$ cat src/rtl/extender_kmer_assembler_pkg.sv
// Shared constants and types for the extender kmer assembler.
// Kmers are packed first base in the MSBs.
package extender_kmer_assembler_pkg;

  localparam int unsigned BASE_LEN                = 2;
  localparam int unsigned ONE_HOT_LEN             = 4;
  localparam int unsigned EXTENDER_OUT_PART_COUNT = 2;
  localparam int unsigned KMER_LEN                = 4;

  localparam int unsigned PARTS_PER_KMER  = KMER_LEN / EXTENDER_OUT_PART_COUNT;
  localparam int unsigned KMER_NBASES_LEN = $clog2(KMER_LEN + 1);
  localparam int unsigned PART_CNT_LEN    = $clog2(PARTS_PER_KMER + 1);
  localparam int unsigned KMER_BITS       = KMER_LEN * BASE_LEN;
  localparam int unsigned PART_BITS       = EXTENDER_OUT_PART_COUNT * BASE_LEN;
  localparam int unsigned PART_IN_BITS    = EXTENDER_OUT_PART_COUNT * ONE_HOT_LEN;

  typedef enum logic {FILL, FULL} assembler_state_e;

  typedef struct packed {
    logic [KMER_BITS-1:0]       kmer;
    logic [KMER_NBASES_LEN-1:0] nbases;
    logic                       last;
  } kmer_pack;

endpackage

$ cat src/rtl/extender_kmer_assembler_decoder.sv
// One-hot base to binary code decoder for one lane.
// Patterns that are not exactly one-hot decode to A and raise err.
module onehot_base_decoder
  import extender_kmer_assembler_pkg::*;
(
  input  logic [ONE_HOT_LEN-1:0] onehot,
  output logic [BASE_LEN-1:0]    base,
  output logic                   err
);

  always_comb begin
    base = '0;
    err  = 1'b0;
    case (onehot)
      4'b0001: base = 2'b00;
      4'b0010: base = 2'b01;
      4'b0100: base = 2'b10;
      4'b1000: base = 2'b11;
      default: err  = 1'b1;
    endcase
  end

endmodule

$ cat src/rtl/extender_kmer_assembler.sv
// Packs decoded one-hot extender parts into kmers with a valid/ready output.
// A part_last flushes a partial kmer; malformed bases set a sticky error flag.
module extender_kmer_assembler
  import extender_kmer_assembler_pkg::*;
(
  input  logic                       clk,
  input  logic                       rst,
  input  logic [PART_IN_BITS-1:0]    part_in,
  input  logic                       part_valid,
  input  logic                       part_last,
  output logic                       part_ready,
  output logic [KMER_BITS-1:0]       kmer_out,
  output logic [KMER_NBASES_LEN-1:0] kmer_nbases,
  output logic                       kmer_last,
  output logic                       kmer_valid,
  input  logic                       kmer_ready,
  output logic                       onehot_err
);

  assembler_state_e           state;
  logic [PART_CNT_LEN-1:0]    part_cnt;
  logic [KMER_BITS-1:0]       asm_reg;
  kmer_pack                   out_reg;

  logic [PART_BITS-1:0]               part_bits;
  logic [EXTENDER_OUT_PART_COUNT-1:0] lane_err;
  logic [KMER_BITS-1:0]               asm_next;
  logic [KMER_NBASES_LEN-1:0]         nb_next;
  logic                               in_fire, out_fire, part_done;

  for (genvar l = 0; l < EXTENDER_OUT_PART_COUNT; l++) begin : g_lane
    logic [BASE_LEN-1:0] base;
    onehot_base_decoder u_dec (
      .onehot (part_in[l*ONE_HOT_LEN +: ONE_HOT_LEN]),
      .base   (base),
      .err    (lane_err[l])
    );
    // Lane 0 is the earliest base, so it takes the most significant slot.
    assign part_bits[PART_BITS-1-l*BASE_LEN -: BASE_LEN] = base;
  end

  assign kmer_valid  = (state == FULL);
  assign kmer_out    = out_reg.kmer;
  assign kmer_nbases = out_reg.nbases;
  assign kmer_last   = out_reg.last;
  assign part_ready  = !rst && (!kmer_valid || kmer_ready);
  assign in_fire     = part_valid && part_ready;
  assign out_fire    = kmer_valid && kmer_ready;
  assign part_done   = part_last || (part_cnt == PART_CNT_LEN'(PARTS_PER_KMER - 1));

  always_comb begin
    asm_next = asm_reg;
    for (int s = 0; s < int'(PARTS_PER_KMER); s++) begin
      if (part_cnt == PART_CNT_LEN'(s)) begin
        asm_next[KMER_BITS-1-s*PART_BITS -: PART_BITS] = part_bits;
      end
    end
    nb_next = KMER_NBASES_LEN'((int'(part_cnt) + 1) * int'(EXTENDER_OUT_PART_COUNT));
  end

  // asm_reg and part_cnt are cleared as a kmer is handed over, so a part accepted
  // in the same cycle as an output fire always starts a fresh kmer at slot 0.
  always_ff @(posedge clk or posedge rst) begin
    if (rst) begin
      state      <= FILL;
      part_cnt   <= '0;
      asm_reg    <= '0;
      out_reg    <= '0;
      onehot_err <= 1'b0;
    end else begin
      if (in_fire) begin
        if (|lane_err) onehot_err <= 1'b1;
        if (part_done) begin
          out_reg  <= '{kmer: asm_next, nbases: nb_next, last: part_last};
          state    <= FULL;
          asm_reg  <= '0;
          part_cnt <= '0;
        end else begin
          asm_reg  <= asm_next;
          part_cnt <= part_cnt + PART_CNT_LEN'(1);
        end
      end
      if (out_fire && !(in_fire && part_done)) begin
        state <= FILL;
      end
    end
  end

endmodule

$ cat config.mk
export PLATFORM = sky130hd
export DESIGN_NAME = extender_kmer_assembler
export DESIGN_NICKNAME = d
export VERILOG_FILES = /design/src/rtl/extender_kmer_assembler_pkg.sv /design/src/rtl/extender_kmer_assembler_decoder.sv /design/src/rtl/extender_kmer_assembler.sv
export SDC_FILE = /design/constraint.sdc
export NUM_CORES = 1
export LEC_CHECK = 0
export ABC_AREA = 1
export BUFFER_PORTS_ARGS = -buffer_cell sky130_fd_sc_hd__buf_2
export CORE_MARGIN = 5
export CORE_UTILIZATION = 40
export CTS_CLUSTER_DIAMETER = 120
export DETAILED_ROUTE_END_ITERATION = 8
export SLEW_MARGIN = 20
export SYNTH_ARGS = -nofsm -noshare
export SYNTH_HDL_FRONTEND = slang
export SYNTH_HIERARCHICAL = 1
export SYNTH_SLANG_ARGS = --single-unit
$ cat constraint.sdc
create_clock -name clk -period 3.2 [get_ports clk]
set_input_delay 0.96 -clock clk [delete_from_list [all_inputs] [get_ports clk]]
set_output_delay 0.96 -clock clk [all_outputs]
set_load 0.02 [all_outputs]
# == Word level (Yosys, flattened, before mapping) ==
# Index checks and enable logic that the tools add are counted.
# Widths: inputs -> output; s select.
# word_totals
reg_bits,23
inputBits,13
word_cells,48
# classes
add_sub_neg,2
eq_ne,9
muxes,11
n_reduce_logical,19
# ops
cell,n
$pmux 2 s3,2
$eq 4x1->1 const B,2
$eq 4x2->1 const B,2
$eq 4x3->1 const B,2
$eq 4x4->1 const B,2
$mux 4,2
$mux 8,1
$reduce_or 4->1,2
$reduce_and 2->1,3
$logic_and 1x1->1,5
$mux 1,5
$add 2x1->2 const B,2
$reduce_bool 2->1,2
$logic_not 1->1,3
$eq 2x1->1 const B,1
$logic_not 2->1,1
$logic_or 1x1->1,2
$mux 2,1
$reduce_or 2->1,1

# == Longest topological paths before layout ==
# logic_depth
ltp_word,9
depth_mapped,10
mapped_depth_nobuf,10

# == Hierarchy ==
# Netlist, hierarchy kept.
# modules_own_cells
mod,n_inst,cells_each,area_each_um2,seq_area_each_um2
extender_kmer_assembler,1,132,1063.5,575.6
onehot_base_decoder,2,18,75.1,0.0

# == Worst setup path after synthesis ==
# Ideal clock, no wire load.
# synth_path
kind,input to output
startpoint,in kmer_ready
endpoint,out part_ready
t_arrival_ns,1.432
t_required_ns,2.240
slack_ns,0.808
path_stages,2
path_buffers,0
path_cell_list,inv_1 > a21oi_1
# synth_between
elab_chain_len,2
# synth_rtl
item,line,text
"start, declared",extender_kmer_assembler.sv:16,"input logic kmer_ready,"
$logic_or 1x1->1,extender_kmer_assembler.sv:46,assign part_ready = !rst && (!kmer_valid || kmer_ready);
$logic_and 1x1->1,extender_kmer_assembler.sv:46,
"end, declared",extender_kmer_assembler.sv:11,"output logic part_ready,"
# Every way passes these cells.

# == Worst setup path after layout ==
# Ends and elaborated chain as after synthesis.

==> out/summary.txt <==
slew margin rel. -> 66.4%
register bit total from synthesis -> 23
CP arrival -> 1510 ps
status -> finished clean
global route overflow -> 0
dpl cell area -> 0.00136 mm2
site row count -> 20
setup TNS -> 0 ps
Worst Tran Pin Value -> 502 ps
sequential element share of the synthesized area -> 47.4%
post-route DRC violation count -> 0
Yosys Warn Count -> 6
Fin Clk Skew -> 2.21 ps
Die Wd -> 65.1 um
setup slack, reg-to-reg -> 1630 ps
share of cells above drive strength 1 -> 19.5%
Net Switching -> 0.000311 W
fmax -> 0.405 GHz
Starting Density -> 40.8%
CTS H-tree depth -> 1
Mapped Nets -> 183
hold_buf cts -> 0
max-cap violations -> 0
initial antenna violation count -> 0
setup bufs post-CTS -> 0
total CTS buffers -> 3
crit start category -> input port
Top Ports -> 28
CTS tree -> done
final wirelength -> 2420 um
RSZ-0062 raised after global routing -> no
PortBufs -> 26
reg-to-reg startpoint -> part_cnt[1]
initial DRC count -> 38
unique cell type count in the Yosys netlist -> 20
switch share -> 38.7%
Combinational Power Share -> 36.7%
worst r2r dst -> kmer_out[4]
Fin. Hold Viols -> 0
TritonCTS Sinks -> 23
Max clock buf depth -> 2
FF-to-FF path depth -> 7
CORE AREA -> 0.00298 mm2
CP endpoint -> part_ready
# diodes -> 0
Vias -> 1072
Leak -> 0.858 nW
Worst EP required -> 2240 ps
post-DP HPWL -> 1970 um
Final Core Density -> 46.7%
mapped cell area -> 0.00121 mm2
final setup violation count -> 0
worst hold slack -> 479 ps
P_int -> 0.000492 W
layout net count -> 211
Clk pwr share -> 16.2%
design area -> 0.00139 mm2
worst min path class -> register to register
critical path fanouts, max -> 4
clk slew on worst S/H paths -> 120 ps
Crit. End Element -> primary output
post-route minimum period -> 2470 ps
fin. max-slew vios -> 0
post-CTS sizing -> 0
Pre-antenna DRT Iters -> 4
Die H -> 65.1 um
Worst Setup SP -> kmer_ready
GPL Wtd Cong -> 0.810
wire per inst -> 10.6 um
total track usage -> 12.4%
filler instances -> 319
part of the power in registers -> 47.1%
Routed Antenna Nets -> 0
synth top area cells -> dfrtp_1 (47%), nand2_1 (22%), inv_1 (8.4%)
period utilization -> 77.2%
VDD IR max -> 0.363 mV
die area -> 0.00424 mm2
vias per cell -> 4.70
largest area contributor in the netlist -> dfrtp_1
Area growth, synth to finish -> 14.6%
share of the synthesized area in the top cell type -> 47.4%
CP Class -> input port to primary output
largest net degree at the start of global routing -> 25
Root Driver -> clkbuf_4
vias in the first global route -> 992
first-pass GRT wire length -> 4160 um
Synth Instances -> 168
clk_lat worst skew -> 300 ps
mean post-synth cell area -> 7.22 um2
power density cells -> 577 mW/mm2
-- Yosys cell counts --
library cell  number
nand2_4            1
conb_1             1
ha_1               2
nand2_1           70
nand3_1            9
o21ai_1            1
o21ai_0            5
inv_2              2
nor2_1            12
o21bai_1           1
a21oi_1            3
nor2_2             2
buf_2              2
buf_6              1
dfrtp_1           23
nand4_2            1
nor2_4             1
nand4_1            3
inv_1             27
buf_4              1
-- cell usage in the layout (no fill, tap or decap), drive strengths merged --
master  synthesis  routed
clkbuf          0       3
ha              2       2
inv            29      29
nor2           15      15
conb            1       1
nand3           9       9
dfrtp          23      23
clkinv          0       1
o21ai           6       6
nand2          71      71
a21oi           3       3
o21bai          1       1
buf             4      27
nand4           4       4
-- cell type report --
cell class	instances	area, um2	share of cell area [%]
Clock buffer	3	22.5	1.62
Clock inverter	1	5.00	0.360
Inverter	29	109	7.82
Multi-Input combinational cell	112	500	36.0
Sequential cell	23	576	41.4
Tap cell	33	41.3	2.97
Timing Repair Buffer	27	138	9.89
-- kinds of logic (layout without fill, tap and decap cells) --
logic type      after synthesis  after routing  share of synthesized area (%)
compound gates               10             10                           4.33
fa+ha+maj                     2              2                           2.06
buf+inv                      33             60                           11.3
flops                        23             23                           47.4
other cells                   1              1                          0.309
simple gates                 99             99                           34.5
-- worst min-delay path by stage --
stage,end,cells past startpoint,start
floorplan,asm_reg[5],2,asm_reg[5]
global placement,kmer_nbases[1],2,kmer_nbases[1]
detailed placement,kmer_nbases[2],2,kmer_nbases[2]
CTS,kmer_nbases[2],2,kmer_nbases[2]
global route,onehot_err,1,onehot_err
finish,kmer_nbases[2],2,kmer_nbases[2]
-- worst max-delay path, cell delays in order --
cell and delay (ps):
buf_2 70, inv_1 40, a21oi_1 220, buf_2 220
-- power by group through the flow --
stage / clock, W / sequential [W] / combinational (W)
global placement: 0 / 0.000381 / 0.000296
CTS: 0.000138 / 0.000379 / 0.000299
global route: 0.000147 / 0.000388 / 0.000337
finish: 0.000130 / 0.000378 / 0.000295
detailed placement: 0 / 0.000385 / 0.000298
floorplan: 0 / 0.000439 / 0.000152
-- metrics by stage --
stage | total power, W | std cells | setup slack (ps)
after floorplan | 0.000591 | 168 | 808
after global placement | 0.000677 | 224 | 748
after detailed placement | 0.000683 | 224 | 720
after CTS | 0.000815 | 228 | 720
after global routing | 0.000871 | 228 | 662
final | 0.000803 | 228 | 729
-- metal layers --
metal  track usage [%]  up-vias  part of all wire, %
li1                  -      557                    -
met2              21.8       23                   50
met3              3.64        4                  3.7
met1              15.7      488                   46
met5                 0        -                    0
met4             0.777        0                 0.58
Note: power is estimated with default switching activity, not from simulation.
